$ cat src/rtl/exe_pkg.sv
// Shared definitions for the execute stage: ALU opcodes, status flag
// positions and opcode classification helpers.
package exe_pkg;

   localparam logic [3:0] EXE_MOV = 4'b0001;
   localparam logic [3:0] EXE_MVN = 4'b1001;
   localparam logic [3:0] EXE_ADD = 4'b0010;
   localparam logic [3:0] EXE_ADC = 4'b0011;
   localparam logic [3:0] EXE_SUB = 4'b0100;
   localparam logic [3:0] EXE_SBC = 4'b0101;
   localparam logic [3:0] EXE_AND = 4'b0110;
   localparam logic [3:0] EXE_ORR = 4'b0111;
   localparam logic [3:0] EXE_EOR = 4'b1000;

   localparam int FLAG_N = 3;
   localparam int FLAG_Z = 2;
   localparam int FLAG_C = 1;
   localparam int FLAG_V = 0;

   // Opcodes that produce a result; anything else leaves the flags alone.
   function automatic logic cmd_defined(input logic [3:0] cmd);
      case (cmd)
         EXE_MOV, EXE_MVN, EXE_ADD, EXE_ADC, EXE_SUB,
         EXE_SBC, EXE_AND, EXE_ORR, EXE_EOR: cmd_defined = 1'b1;
         default:                            cmd_defined = 1'b0;
      endcase
   endfunction

   // Opcodes whose carry/overflow outputs are meaningful.
   function automatic logic cmd_is_arith(input logic [3:0] cmd);
      case (cmd)
         EXE_ADD, EXE_ADC, EXE_SUB, EXE_SBC: cmd_is_arith = 1'b1;
         default:                            cmd_is_arith = 1'b0;
      endcase
   endfunction

endpackage

$ cat src/rtl/exe_alu.sv
// Combinational ALU. Arithmetic runs through one DATA_W+1 bit adder;
// subtraction is A + ~B + carry so that C=1 means "no borrow".
// For logic/move ops c passes c_in through and v is 0; the caller decides
// whether to use them.
module exe_alu
   import exe_pkg::*;
#(
   parameter int DATA_W = 32
) (
   input  logic [DATA_W-1:0] a,
   input  logic [DATA_W-1:0] b,
   input  logic [3:0]        cmd,
   input  logic              c_in,
   output logic [DATA_W-1:0] res,
   output logic              n,
   output logic              z,
   output logic              c,
   output logic              v
);

   localparam int MSB = DATA_W - 1;

   logic [DATA_W:0] sum;
   logic [DATA_W:0] cin_ext;

   assign cin_ext = {{DATA_W{1'b0}}, c_in};

   // Operation select, carry and signed-overflow generation.
   always_comb begin
      sum = '0;
      res = '0;
      c   = c_in;
      v   = 1'b0;
      case (cmd)
         EXE_ADD: begin
            sum = {1'b0, a} + {1'b0, b};
            res = sum[MSB:0];
            c   = sum[DATA_W];
            v   = (a[MSB] == b[MSB]) && (res[MSB] != a[MSB]);
         end
         EXE_ADC: begin
            sum = {1'b0, a} + {1'b0, b} + cin_ext;
            res = sum[MSB:0];
            c   = sum[DATA_W];
            v   = (a[MSB] == b[MSB]) && (res[MSB] != a[MSB]);
         end
         EXE_SUB: begin
            sum = {1'b0, a} + {1'b0, ~b} + {{DATA_W{1'b0}}, 1'b1};
            res = sum[MSB:0];
            c   = sum[DATA_W];
            v   = (a[MSB] != b[MSB]) && (res[MSB] != a[MSB]);
         end
         EXE_SBC: begin
            sum = {1'b0, a} + {1'b0, ~b} + cin_ext;
            res = sum[MSB:0];
            c   = sum[DATA_W];
            v   = (a[MSB] != b[MSB]) && (res[MSB] != a[MSB]);
         end
         EXE_MOV: res = b;
         EXE_MVN: res = ~b;
         EXE_AND: res = a & b;
         EXE_ORR: res = a | b;
         EXE_EOR: res = a ^ b;
         default: res = '0;
      endcase
   end

   assign n = res[MSB];
   assign z = (res == '0);

endmodule

$ cat src/rtl/exe_stage.sv
// Execute stage: ALU, branch target, NZCV status register and the
// EXE/MEM pipeline register. Per-edge priority: reset > flush > freeze > load.
module exe_stage
   import exe_pkg::*;
#(
   parameter int DATA_W     = 32,
   parameter int REG_ADDR_W = 4
) (
   input  logic                  clk,
   input  logic                  rst,
   input  logic                  freeze,
   input  logic                  flush,
   input  logic                  valid_in,
   input  logic [DATA_W-1:0]     pc_in,
   input  logic [3:0]            exe_cmd,
   input  logic                  s,
   input  logic                  mem_read_en,
   input  logic                  mem_write_en,
   input  logic                  wb_en,
   input  logic                  B,
   input  logic [DATA_W-1:0]     val_rn,
   input  logic [DATA_W-1:0]     val2,
   input  logic [DATA_W-1:0]     val_rm,
   input  logic [REG_ADDR_W-1:0] dest_in,
   input  logic [23:0]           imm24,
   output logic [3:0]            status,
   output logic                  branch_taken,
   output logic [DATA_W-1:0]     branch_addr,
   output logic [DATA_W-1:0]     alu_res_q,
   output logic [DATA_W-1:0]     st_val_q,
   output logic [REG_ADDR_W-1:0] dest_q,
   output logic                  wb_en_q,
   output logic                  mem_r_q,
   output logic                  mem_w_q,
   output logic                  valid_q
);

   logic              is_mem;
   logic [3:0]        alu_cmd;
   logic [DATA_W-1:0] alu_res;
   logic              alu_n;
   logic              alu_z;
   logic              alu_c;
   logic              alu_v;
   logic              flag_upd;
   logic [3:0]        status_nxt;

   // Loads and stores always compute base + offset, whatever opcode ID sent.
   assign is_mem  = mem_read_en | mem_write_en;
   assign alu_cmd = is_mem ? EXE_ADD : exe_cmd;

   exe_alu #(
      .DATA_W(DATA_W)
   ) u_alu (
      .a    (val_rn),
      .b    (val2),
      .cmd  (alu_cmd),
      .c_in (status[FLAG_C]),
      .res  (alu_res),
      .n    (alu_n),
      .z    (alu_z),
      .c    (alu_c),
      .v    (alu_v)
   );

   assign branch_taken = B & valid_in;
   assign branch_addr  = pc_in + {{(DATA_W-26){imm24[23]}}, imm24, 2'b00};

   assign flag_upd = s & valid_in & ~is_mem & ~flush & ~freeze & cmd_defined(exe_cmd);

   // Next NZCV: N/Z follow every flag-setting op, C/V only arithmetic ones.
   always_comb begin
      status_nxt = status;
      if (flag_upd) begin
         status_nxt[FLAG_N] = alu_n;
         status_nxt[FLAG_Z] = alu_z;
         if (cmd_is_arith(exe_cmd)) begin
            status_nxt[FLAG_C] = alu_c;
            status_nxt[FLAG_V] = alu_v;
         end
      end
   end

   // EXE/MEM register and status register update.
   always_ff @(posedge clk) begin
      if (!rst) begin
         status    <= '0;
         alu_res_q <= '0;
         st_val_q  <= '0;
         dest_q    <= '0;
         wb_en_q   <= 1'b0;
         mem_r_q   <= 1'b0;
         mem_w_q   <= 1'b0;
         valid_q   <= 1'b0;
      end else if (flush) begin
         wb_en_q   <= 1'b0;
         mem_r_q   <= 1'b0;
         mem_w_q   <= 1'b0;
         valid_q   <= 1'b0;
      end else if (!freeze) begin
         status    <= status_nxt;
         alu_res_q <= alu_res;
         st_val_q  <= val_rm;
         dest_q    <= dest_in;
         wb_en_q   <= wb_en & valid_in;
         mem_r_q   <= mem_read_en & valid_in;
         mem_w_q   <= mem_write_en & valid_in;
         valid_q   <= valid_in;
      end
   end

endmodule

$ cat config.mk
export PLATFORM = sky130hd
export DESIGN_NAME = exe_stage
export DESIGN_NICKNAME = d
export VERILOG_FILES = /design/src/rtl/exe_pkg.sv /design/src/rtl/exe_alu.sv /design/src/rtl/exe_stage.sv
export SDC_FILE = /design/constraint.sdc
export NUM_CORES = 1
export LEC_CHECK = 0
export ABC_AREA = 1
export CORE_MARGIN = 4
export CORE_UTILIZATION = 60
export DETAILED_ROUTE_END_ITERATION = 10
export HOLD_SLACK_MARGIN = 0.06
export PLACE_DENSITY = 0.92
export SYNTH_ARGS = -nofsm -noshare
export SYNTH_HDL_FRONTEND = slang
export SYNTH_SLANG_ARGS = --single-unit
export TNS_END_PERCENT = 30
$ cat constraint.sdc
create_clock -name clk -period 11.05 [get_ports clk]
set_input_delay 3.315 -clock clk [delete_from_list [all_inputs] [get_ports clk]]
set_output_delay 3.315 -clock clk [all_outputs]
set_load 0.005 [all_outputs]
=== After elaboration in Yosys (flattened, before gate mapping) ===
Memory sizes are Yosys's and may differ from the RTL's.
Index checks and enable logic that the tools add are counted.

* Flip-flop bits (word level): 76
* ROM bits: 16
* Bits of input ports: 170
* Word-level logic and storage cells: 72
* Memories kept: 1

{| class="wikitable"
|+ Memory list
! memory !! depth !! width !! rd ports !! clocked after memory_dff !! write ports !! line !! RTL
|-
| (no name shown) || 16 || 1 || 1 || 0 || 0 || exe_pkg.sv:22 || <nowiki>case (cmd)</nowiki>
|}

* $add $sub $neg: 6
* Equal/unequal tests: 19
* Muxes and demuxes: 6
* Bitwise operators: 18
* Reductions and logical operators: 12

{| class="wikitable"
|+ Operators by type and width
! operator !! count
|-
| $pmux W32 S9 || 1
|-
| $add A32 B32 Y33 || 2
|-
| $add A33 B1 Y33 || 2
|-
| $add A33 B1 Y33 const B || 1
|-
| $add A32 B32 Y32 || 1
|-
| $and A32 B32 Y32 || 1
|-
| $logic_not A32 Y1 || 1
|-
| $not A32 Y32 || 1
|-
| $or A32 B32 Y32 || 1
|-
| $xor A32 B32 Y32 || 1
|-
| $eq A4 B3 Y1 const B || 6
|-
| $eq A4 B2 Y1 const B || 4
|-
| $and A1 B1 Y1 || 9
|-
| $eq A4 B4 Y1 const B || 2
|-
| $pmux W1 S4 || 2
|-
| $ne A1 B1 Y1 || 5
|-
| $reduce_and A5 Y1 || 1
|-
| $eq A4 B1 Y1 const B || 1
|-
| $logic_and A1 B1 Y1 || 4
|-
| $mux W4 || 1
|-
| $not A1 Y1 || 4
|-
| $reduce_and A4 Y1 || 1
|-
| $reduce_bool A4 Y1 || 1
|-
| $reduce_or A4 Y1 || 1
|-
| other kinds (6) || 7
|}

=== Logic depth before layout (Yosys ltp) ===
* Depth in word-level cells: 8
* Depth in mapped cells: 29

=== Hierarchy ===
A second synthesis with hierarchy kept.

* Cells, all modules: 3041
* Area total of the unflattened synthesis: 16796.1 um^2

{| class="wikitable"
|+ Modules (own cells, without submodules)
! module !! times used !! cells each !! area each (um^2) !! sequential area each (um^2)
|-
| exe_alu || 1 || 2237 || 11817.6 || 0.0
|-
| exe_stage || 1 || 804 || 4978.5 || 1521.5
|}

=== Least setup slack after synthesis ===
Ideal clock, no wire load.

* Path kind: input -> output
* Start point: input pc_in[2]
* End point: output branch_addr[28]
* Arrival time: 5.679 ns
* Slack: 2.056 ns
* Stages on the path: 17
* Buffers on the path: 0
* Path through: ha_1 -> inv_1 -> fa_1 -> o21ai_0 -> nand3_1 -> nand2_1 -> nand3_1 -> nand2_1 -> a21oi_1 -> inv_1 -> a21oi_1 -> o31ai_1 -> nand2_1 -> nand2_1 -> a21boi_0 -> o21ai_0 -> xor2_1

* Cells in the longest elaborated chain, start to end: 1

{| class="wikitable"
|+ RTL lines
! item !! line !! RTL
|-
| start: declaration || exe_stage.sv:14 || <nowiki>input logic [DATA_W-1:0] pc_in,</nowiki>
|-
| $add A32 B32 Y32 || exe_stage.sv:67 || <nowiki>assign branch_addr = pc_in + {{(DATA_W-26){imm24[23]}}, imm24, 2'b00};</nowiki>
|-
| end: declaration || exe_stage.sv:28 || <nowiki>output logic [DATA_W-1:0] branch_addr,</nowiki>
|}

No other way between the ends.

=== Final worst setup path ===
Ends and elaborated chain as after synthesis.

==> reports/qor.csv <==
metric,value,unit
layout.nets,3336,
async_reset_ff_frac,0,
drive_above_1_share,0.0970,
die_w,168,um
post_cts_buffers,0,
hp-start,mem_r_q,
fmax,0.0949,GHz
cp.arrival,7.22,ns
crit_type,in -> out,
finalHoldViolations,0,
leakagePower,9.39,nW
post-route-period-util,0.953,
final_util,0.732,
max_cap_viol_count,0,
synth_xor_area_frac,0.0183,
synth_adder_area_share,0.117,
fin_cells,3363,
dp_slack,0.591,ns
cts_tree,built,
synth_edf_count,0,
holdBufCountCts,0,
worstReg2RegStart,status[1],
insertion_delay,0.33,ns
dr_wl_met3,7070,um
grt_pass1_vias,18000,
critPathLaunchType,primary input,
m1WireLength,22900,um
routabilityCongestion,1.09,
dr.pass1.iters,6,
ys_warn_count,0,
core.rowCount,58,
wirelength,61800,um
finalCriticalPeriod,10.53,ns
highest_layer,met4,
rsz0062_at_grt,no,
muxShareOfSynthArea,0,
cts_resized,0,
via_per_inst,5.86,
die-area,28100,um2
drc,0,
synth_top_family_by_area,simple AND/OR/NAND/NOR gates,
synthFlopType,dfxtp_1,
worstMarginPinSlew,1.22,ns
cp.required,7.74,ns
wl_per_cell,18.4,um
worstSetupStartpoint,pc_in[2],
drtAntennaViolNets,0,
ff2ff_setup_slack,7.78,ns
antenna_found_initial,2,
start_util,0.609,
yosys.area_share.simple,0.489,
cts-buffers-inserted,9,
slew_headroom,0.184,
grt_first_pass_wirelength,94000,um
core,25100,um2
cts.htree.levels,3,
syn_area,15300,um2
setup_violations,0,
ios,279,
syn_avg_cell_area,5.44,um2
path_max_fanout,4,
fin_setup_tns,0,ns
drt_iter0_drc,2591,
finClkSkew,0.0110,ns
syn_inst,2809,
powerDensity,83.0,nW/um2
status,finished clean,
area_growth,20.2,%
power,1.52,mW
setup_ws,0.516,ns
hp-class,reg -> reg,
ir_worst_vdd,105,uV
cts.reportedPaths.clkPinSlew,0.06,ns
cts-root-buf,clkbuf_16,
ys_ff_latch,76,
grt_max_degree,88,
finalMaxSlewViolations,0,
wl_met2,28400,um
die_h,168,um
grt_remaining_overflow,0,
io_buffers,274,
numClockSinks,76,
endpoint_kind,output pin,
grt_use_total,0.412,
ys_seq_area_frac,0.0995,
cts_buffer_depth,2,
vias,19700,
synth_cell_types,50,
syn_nets,3120,
synth-compound-area-share,0.133,
dp_cells,3344,
dp_hpwl,51200,um
-- critical path, stage by stage --
cell and delay (ns):
clkdlybuf4s50_1 0.47, ha_1 0.18, inv_1 0.06, fa_1 0.40, o21ai_0 0.33, nand3_1 0.12
nand2_1 0.12, nand3_1 0.08, nand2_1 0.14, a21oi_1 0.18, inv_1 0.09, a21oi_1 0.10
o31ai_1 0.38, nand2_1 0.10, nand2_1 0.11, a21boi_0 0.13, o21ai_0 0.21, xor2_1 0.18
clkdlybuf4s50_1 0.53
-- stage by stage --
stage | area, um2 | hold slack [ns]
floorplan | 15300 | 0.460
global placement | 18100 | 0.455
detailed placement | 18100 | 0.480
CTS | 18400 | 0.495
global route | 18400 | 0.511
finish | 18400 | 0.490
-- layout make-up --
class                      count  area (um2)
timing repair buffer         281        2790
antenna                        3        7.51
fill                        2144        6740
clock inverter                 5        33.8
inverter                     469        1770
tap                          330         413
clock buffer                  11         253
sequential                    76        1520
multi-input combinational   2188       11600
-- cell usage after synthesis (13+ instances only) --
library cell | number | area share
nand3_1 | 259 | 0.085
nand3_2 | 13 | 0.0085
nand2_1 | 815 | 0.20
o22ai_1 | 35 | 0.014
nor2_2 | 48 | 0.020
inv_2 | 63 | 0.015
o21ai_0 | 156 | 0.051
buf_2 | 15 | 0.0049
a211oi_1 | 13 | 0.0064
nand4_1 | 45 | 0.018
a21oi_1 | 107 | 0.035
nor2_1 | 307 | 0.075
ha_1 | 138 | 0.11
dfxtp_1 | 76 | 0.10
inv_1 | 393 | 0.097
clkbuf_1 | 36 | 0.0088
nor3_1 | 21 | 0.0069
nand2_2 | 90 | 0.037
xor2_1 | 24 | 0.014
buf_4 | 13 | 0.0064
nor2_4 | 21 | 0.015
-- final timing paths --
kind,depth (start not counted),to
hold / removal,2,mem_r_q
setup / recovery,19,branch_addr[28]
hold reg to reg,2,mem_r_q
setup reg to reg,20,status[2]
-- cells in the final DEF, fill, tap and decap left out, types with 4 or more instances in the layout --
cell type,synthesis,layout
a21oi_2,8,8
nor2_2,48,49
o21bai_1,4,4
o2111ai_1,6,6
dfxtp_1,76,76
nor2_1,307,305
xor2_1,24,24
xnor2_1,6,6
nand2_2,90,90
clkbuf_16,0,9
buf_4,13,7
a31oi_1,9,9
o21ai_0,156,156
nand2_1,815,815
nor2_4,21,22
ha_1,138,138
o21ai_1,7,7
nand4_1,45,45
o211ai_1,7,7
inv_1,393,393
nor3_1,21,21
inv_2,63,63
clkinv_1,10,10
nor3_2,5,5
a211oi_1,13,13
nand3_2,13,13
clkdlybuf4s50_1,0,273
o221ai_1,4,4
nand3_1,259,259
o22ai_1,35,35
nand3b_1,5,5
nand2_4,9,9
a21oi_1,107,107
-- layer usage --
| layer | vias to the layer above | track usage |
|---|---|---|
| met5 | - | 0 |
| met4 | 0 | 0.197 |
| met3 | 216 | 0.0548 |
| met2 | 1314 | 0.711 |
| met1 | 8850 | 0.505 |
| li1 | 9340 | - |
-- report_power, final --
part | leakage (nW) | switching, mW | internal [mW]
registers | 0.626 | 0.0105 | 0.292
logic | 8.63 | 0.612 | 0.330
clock network | 0.138 | 0.116 | 0.164
total | 9.39 | 0.738 | 0.786
-- logic make-up after synthesis --
family                   count (synthesis)
buffers and inverters                  545
AO/OA/AOI/OAI                          364
adder cells (fa/ha/maj)                141
XOR/XNOR                                31
AND/OR/NAND/NOR                       1652
flip-flops                              76
-- registers in the layout, indices dropped and copies added (netlist names) --
| register | count |
|---|---|
| alu_res_q | 32 |
| st_val_q | 32 |
| dest_q | 4 |
| status | 4 |
| mem_r_q | 1 |
| mem_w_q | 1 |
| valid_q | 1 |
| wb_en_q | 1 |
No activity file was read; power rests on OpenSTA's default activity.
